==> src/rtl/camera_anim_controller.sv <==
// camera_anim_controller
//   Frame-synchronous sequencer for the pixel generator's per-frame state.
//   On each accepted frame_start it latches the character's centre Y, divides
//   it by BLOCK_WIDTH with a repeated-subtract FSM (IDLE -> DIVIDE -> COMMIT),
//   and moves camera_y only once the same target screen has been seen for
//   SETTLE_FRAMES consecutive frames. Facing and walk animation also advance
//   on accepted frame_start pulses.
//
// Ports
//   sys_clk        in   system clock
//   sys_rst_n      in   asynchronous active-low reset
//   frame_start    in   one-cycle pulse at start of vertical blanking
//   char_abs_y     in   character absolute Y (top edge), PHY_WIDTH bits
//   char_moving    in   1 = walking (animate), 0 = idle
//   char_dir       in   1 = facing right, 0 = facing left
//   camera_y       out  current screen index, CAM_WIDTH bits
//   char_id        out  walk animation frame index
//   char_face      out  2'b10 right, 2'b01 left
//   cam_update     out  one-cycle pulse when camera_y changes
//   busy           out  high while the FSM is not idle
//   frame_overrun  out  one-cycle pulse: frame_start arrived while busy
module camera_anim_controller #(
  parameter int unsigned PHY_WIDTH     = 14,
  parameter int unsigned BLOCK_WIDTH   = 480,
  parameter int unsigned CHAR_WIDTH_Y  = 52,
  parameter int unsigned CAM_WIDTH     = 5,
  parameter int unsigned CAM_MAX       = 31,
  parameter int unsigned SETTLE_FRAMES = 2,
  parameter int unsigned ANIM_LEN      = 7,
  parameter int unsigned ANIM_FRAMES   = 6
) (
  input  logic                 sys_clk,
  input  logic                 sys_rst_n,
  input  logic                 frame_start,
  input  logic [PHY_WIDTH-1:0] char_abs_y,
  input  logic                 char_moving,
  input  logic                 char_dir,
  output logic [CAM_WIDTH-1:0] camera_y,
  output logic [2:0]           char_id,
  output logic [1:0]           char_face,
  output logic                 cam_update,
  output logic                 busy,
  output logic                 frame_overrun
);

  localparam int unsigned RW = PHY_WIDTH + 1;
  localparam int unsigned SW = $clog2(SETTLE_FRAMES + 1);
  localparam int unsigned AW = $clog2(ANIM_FRAMES + 1);

  localparam logic [RW-1:0]        BLOCK_W   = RW'(BLOCK_WIDTH);
  localparam logic [RW-1:0]        HALF_H    = RW'(CHAR_WIDTH_Y / 2);
  localparam logic [CAM_WIDTH-1:0] QMAX      = CAM_WIDTH'(CAM_MAX);
  localparam logic [SW-1:0]        SETTLE    = SW'(SETTLE_FRAMES);
  localparam logic [AW-1:0]        ANIM_LAST = AW'(ANIM_FRAMES - 1);
  localparam logic [2:0]           ID_LAST   = 3'(ANIM_LEN - 1);

  typedef enum logic [1:0] {
    IDLE,
    DIVIDE,
    COMMIT
  } state_t;

  state_t state_q, state_d;

  logic [RW-1:0]        rem_q;
  logic [CAM_WIDTH-1:0] quot_q;
  logic [CAM_WIDTH-1:0] last_target_q;
  logic [SW-1:0]        stable_q;
  logic [AW-1:0]        anim_cnt_q;

  logic                 accept;
  logic                 div_step;
  logic                 target_match;
  logic [SW-1:0]        stable_next;
  logic                 cam_move;

  // Another subtraction is possible while the remainder still spans a screen
  // and the quotient has headroom; otherwise the quotient is final.
  assign div_step = (rem_q >= BLOCK_W) && (quot_q < QMAX);

  // State register
  always_ff @(posedge sys_clk or negedge sys_rst_n) begin
    if (!sys_rst_n) state_q <= IDLE;
    else            state_q <= state_d;
  end

  // Next-state logic
  always_comb begin
    state_d = state_q;
    unique case (state_q)
      IDLE:    if (frame_start) state_d = DIVIDE;
      DIVIDE:  if (!div_step)   state_d = COMMIT;
      COMMIT:  state_d = IDLE;
      default: state_d = IDLE;
    endcase
  end

  // Output / decode logic
  always_comb begin
    busy   = (state_q != IDLE);
    accept = frame_start && (state_q == IDLE);
  end

  // Settle filter: count consecutive frames with the same target screen,
  // saturating so the counter cannot wrap during a long stable period.
  always_comb begin
    target_match = (quot_q == last_target_q);
    stable_next  = SW'(1);
    if (target_match) begin
      stable_next = (stable_q >= SETTLE) ? SETTLE : stable_q + SW'(1);
    end
    cam_move = (stable_next >= SETTLE) && (quot_q != camera_y);
  end

  // Datapath and registered outputs
  always_ff @(posedge sys_clk or negedge sys_rst_n) begin
    if (!sys_rst_n) begin
      rem_q         <= '0;
      quot_q        <= '0;
      last_target_q <= '0;
      stable_q      <= '0;
      anim_cnt_q    <= '0;
      camera_y      <= '0;
      char_id       <= '0;
      char_face     <= 2'b01;
      cam_update    <= 1'b0;
      frame_overrun <= 1'b0;
    end else begin
      cam_update    <= 1'b0;
      frame_overrun <= frame_start && busy;

      if (accept) begin
        rem_q     <= {1'b0, char_abs_y} + HALF_H;
        quot_q    <= '0;
        char_face <= char_dir ? 2'b10 : 2'b01;
        if (!char_moving) begin
          char_id    <= '0;
          anim_cnt_q <= '0;
        end else if (anim_cnt_q == ANIM_LAST) begin
          anim_cnt_q <= '0;
          char_id    <= (char_id == ID_LAST) ? 3'd0 : char_id + 3'd1;
        end else begin
          anim_cnt_q <= anim_cnt_q + AW'(1);
        end
      end

      if (state_q == DIVIDE && div_step) begin
        rem_q  <= rem_q - BLOCK_W;
        quot_q <= quot_q + CAM_WIDTH'(1);
      end

      if (state_q == COMMIT) begin
        stable_q <= stable_next;
        if (!target_match) last_target_q <= quot_q;
        if (cam_move) begin
          camera_y   <= quot_q;
          cam_update <= 1'b1;
        end
      end
    end
  end

endmodule

==> config.mk <==
export PLATFORM = sky130hd
export DESIGN_NAME = camera_anim_controller
export DESIGN_NICKNAME = d
export VERILOG_FILES = /design/src/rtl/camera_anim_controller.sv
export SDC_FILE = /design/constraint.sdc
export NUM_CORES = 1
export LEC_CHECK = 0
export BUFFER_PORTS_ARGS = -buffer_cell sky130_fd_sc_hd__buf_2
export CAP_MARGIN = 15
export CELL_PAD_IN_SITES_DETAIL_PLACEMENT = 0
export CELL_PAD_IN_SITES_GLOBAL_PLACEMENT = 1
export CORE_AREA = 3 3 77 79
export CTS_BUF_LIST = sky130_fd_sc_hd__clkbuf_4 sky130_fd_sc_hd__clkbuf_8
export CTS_CLUSTER_SIZE = 25
export DETAILED_ROUTE_END_ITERATION = 10
export DIE_AREA = 0 0 80 82
export PLACE_DENSITY_LB_ADDON = 0.1
export SYNTH_ARGS = -nofsm -noshare
export SYNTH_HDL_FRONTEND = slang
export SYNTH_SLANG_ARGS = --single-unit
export TNS_END_PERCENT = 30
==> constraint.sdc <==
create_clock -name sys_clk -period 2.7 [get_ports sys_clk]
set_input_delay 0 -clock sys_clk [delete_from_list [all_inputs] [get_ports sys_clk]]
set_output_delay 0 -clock sys_clk [all_outputs]
set_load 0.005 [all_outputs]
==> impl_metrics.yaml <==
critical_path:
  worst-path-max-fanout: 15
  timing.rr.start: "rem_q[1]$_DFFE_PN0P_"
  required_ps: 2880
  crit_chain: "or4_4 -> o31ai_4 -> o21a_1 -> nor2_1 -> a221o_1"
  cp.arrival_ps: 2500
  critPathCaptureType: "flop"
  cp-startpoint: "rem_q[1]$_DFFE_PN0P_"
  critPathKind: "flop to flop"
  slowest_delay_ps: 550
  r2r_cells: 5
  critPathSlowestCell: "or4_4"
  cp-start-kind: "flop"
sta:
  finalWorstPathRequiredPeriod_ps: 2320
  final-setup-viol-count: 0
  finalSetupTns_ps: 0
  relSlewSlack_pct: 35.0
  fin_worst_skew_ps: 5.64
  hold_violations: 0
  drv_slew: 0
  period_share_pct: 85.9
  fmax_mhz: 431
  tightest_slew_ps: 976
  rsz0062_at_grt: "no"
min_path:
  hold_start: "char_moving"
  worstHoldPathType: "primary input to flop"
  whs_path_depth: 2
power_and_ir_drop:
  seqPwrFrac_pct: 41.3
  p_switching_mw: 1.09
  p_sw_share_pct: 37.5
  p_leak_nw: 1.33
  pwr-share-clk_pct: 18.8
  p_total_mw: 2.89
  comb_power_share_pct: 39.9
  p_int_mw: 1.81
  peakVddDrop_mv: 0.308
  powerDensity_nw_per_um2: 1030
clock_tree:
  post-cts-setup-buffer-count: 0
  cts_sinks: 44
  hold_buffers: 6
  path_clk_slew_ps: 80
  cts_max_level: 2
  clkLatencyLatePin_ps: 300
  cts_tree: "built"
  cts_resized: 0
  cts_root_buf: "clkbuf_8"
  numCtsBuffers: 5
  clockBufferDepth: 2
yosys:
  syn_area_per_cell_um2: 9.56
  synth_area_leader_cell: "dfrtp_1"
  synth.cell_area_um2: 2370
  synth_area_leaders: "dfrtp_1 (45%), nand2_1 (7.3%), xor2_1 (5.5%), mux2_2 (2.8%), xnor2_1 (2.6%)"
  yosysUniqueCellTypes: 52
  ys_seq_area_share_pct: 46.5
  synth_top_area_share_pct: 45.4
  ys.flop_type: "dfrtp_1"
  synth_fp_nets: 270
  ys_seq_elements: 44
  synthTopCellsByCount: "nand2_1 (46), dfrtp_1 (43), nor2_1 (16)"
  synthArstFlopShare_pct: 100
  synth_edf_count: 0
  yosysWarnings: 0
  synth_most_common_cell: "nand2_1"
  synthCells: 248
place:
  placedCellCount: 347
  port_buffers: 31
  dpl.hpwl_mm: 3.37
  routabilityCongestion: 0.727
floorplan:
  die_h_um: 82
  rows: 27
  die_area_um2: 6560
  initial_core_util_pct: 43.9
  die_w_um: 80
  pin_count: 32
  coreArea_um2: 5410
grt:
  grt_max_degree: 45
  grt_pass1_vias: 1692
  grt_pass1_wl_mm: 8.12
  antenna_found_initial: 0
  grt_overflow: 0
  globalRouteTotalUtil_pct: 16.1
outcome:
  status: "finished clean"
drt:
  via_per_inst: 5.26
  vias: 1899
  drc_errors: 0
  drt_first_pass_iters: 4
  wl_mm: 4.75
  wl_per_cell_um: 13.2
  drtIter0Drc: 90
  ant_nets: 0
cells_and_area:
  final_util_pct: 51.8
  synthToLayoutAreaGrowth_pct: 18.2
  antenna_cells: 0
  post_layout_nonfiller_instances: 361
  drive_gt1_share_pct: 20.4
  fin_nets: 310
run:
  max_cap_violations: 0
-- power by group through the flow --
stage | Clock [mW] | Combinational, mW | Sequential, mW
3_3_place_gp | 0 | 1.15 | 1.20
4_1_cts | 0.564 | 1.18 | 1.19
3_5_place_dp | 0 | 1.16 | 1.21
6_report | 0.545 | 1.15 | 1.19
2_1_floorplan | 0 | 0.882 | 1.15
5_1_grt | 0.593 | 1.32 | 1.24
-- stage by stage --
| step | hold slack, ps | instance area (um^2) | setup WS (ps) |
|---|---|---|---|
| 2_1_floorplan | -296 | 2370 | 747 |
| 3_3_place_gp | 176 | 2620 | 443 |
| 3_5_place_dp | 181 | 2620 | 377 |
| 4_1_cts | 1.88 | 2800 | 360 |
| 5_1_grt | 20.6 | 2800 | 227 |
| 6_report | 17.8 | 2800 | 380 |
-- path summary, 6_finish.rpt --
path | endpoint | slack (ps)
setup / recovery | rem_q[5]$_DFFE_PN0P_ | 380
hold / removal | char_id[1]$_DFFE_PN0P_ | 20
setup reg to reg | rem_q[5]$_DFFE_PN0P_ | 380
hold reg to reg | char_face[1]$_DFFE_PN0P_ | 480
max in group asynchronous | rem_q[13]$_DFFE_PN0P_ | 1700
min in group asynchronous | char_id[0]$_DFFE_PN0P_ | 380
-- cell usage in the layout (no fill, tap or decap), types with 2 or more instances in the layout --
master,instances
xor2_1,15
nand2_1,46
inv_1,7
nand3_1,5
dlygate4sd3_1,6
or4_4,2
o211ai_1,2
or3_1,2
o21a_1,3
xnor2_1,7
mux2_2,6
ha_1,3
o311a_1,2
o32ai_1,2
buf_4,6
a221o_1,2
o21ai_0,11
nor4_1,2
dfrtp_1,43
a31oi_1,5
and3_1,4
mux2i_1,3
nor3_1,6
a22o_1,2
nand2b_1,2
buf_2,31
a21oi_1,6
nor2_1,16
nor2b_1,3
nand4_1,8
clkbuf_8,7
a32oi_1,2
-- layout make-up --
type                    count  area (um^2)
repair buffers             43          260
clock inverters             1         30.0
inverters                   7         26.3
multi-input cells         187         1200
flip-flops and latches     44         1100
fillers                   528         2600
clock buffers               7         96.3
well taps                  72         90.1
-- per-layer routing --
metal / GRT usage [%] / routed length, um / vias up
li1: - / - / 969
met1: 21.9 / 2230 / 888
met2: 25.6 / 2250 / 37
met3: 3.62 / 188 / 5
met4: 5.07 / 74 / 0
met5: 0 / 0 / -
-- kinds of logic (layout without fill, tap and decap cells) --
family                     after synthesis  in the layout  synth area share, %
and+or+nand+nor                        104            104                 21.5
AOI/OAI and AO/OA                       49             49                 15.1
DFF                                     44             44                 46.5
xor gates and xnor gates                22             22                 8.13
buffers and inverters                   17             58                 3.06
muxes                                    9              9                 4.12
adders and majority gates                3              3                 1.58
-- critical path: cells and delay by family, from the launching register on --
| kind | cells | cell delay (ps) |
|---|---|---|
| AO/OA/AOI/OAI | 3 | 1100 |
| AND/OR/NAND/NOR | 2 | 720 |
| flip-flops | 1 | 390 |
-- flip-flops by register name, indices dropped and copies added, names as in the netlist --
register	flops
char_face	2
stable_q	2
quot_q	5
state_q	2
frame_overrun	1
anim_cnt_q	3
rem_q	15
last_target_q	5
cam_update	1
camera_y	5
char_id	3
(Power assumes the default switching activity.)
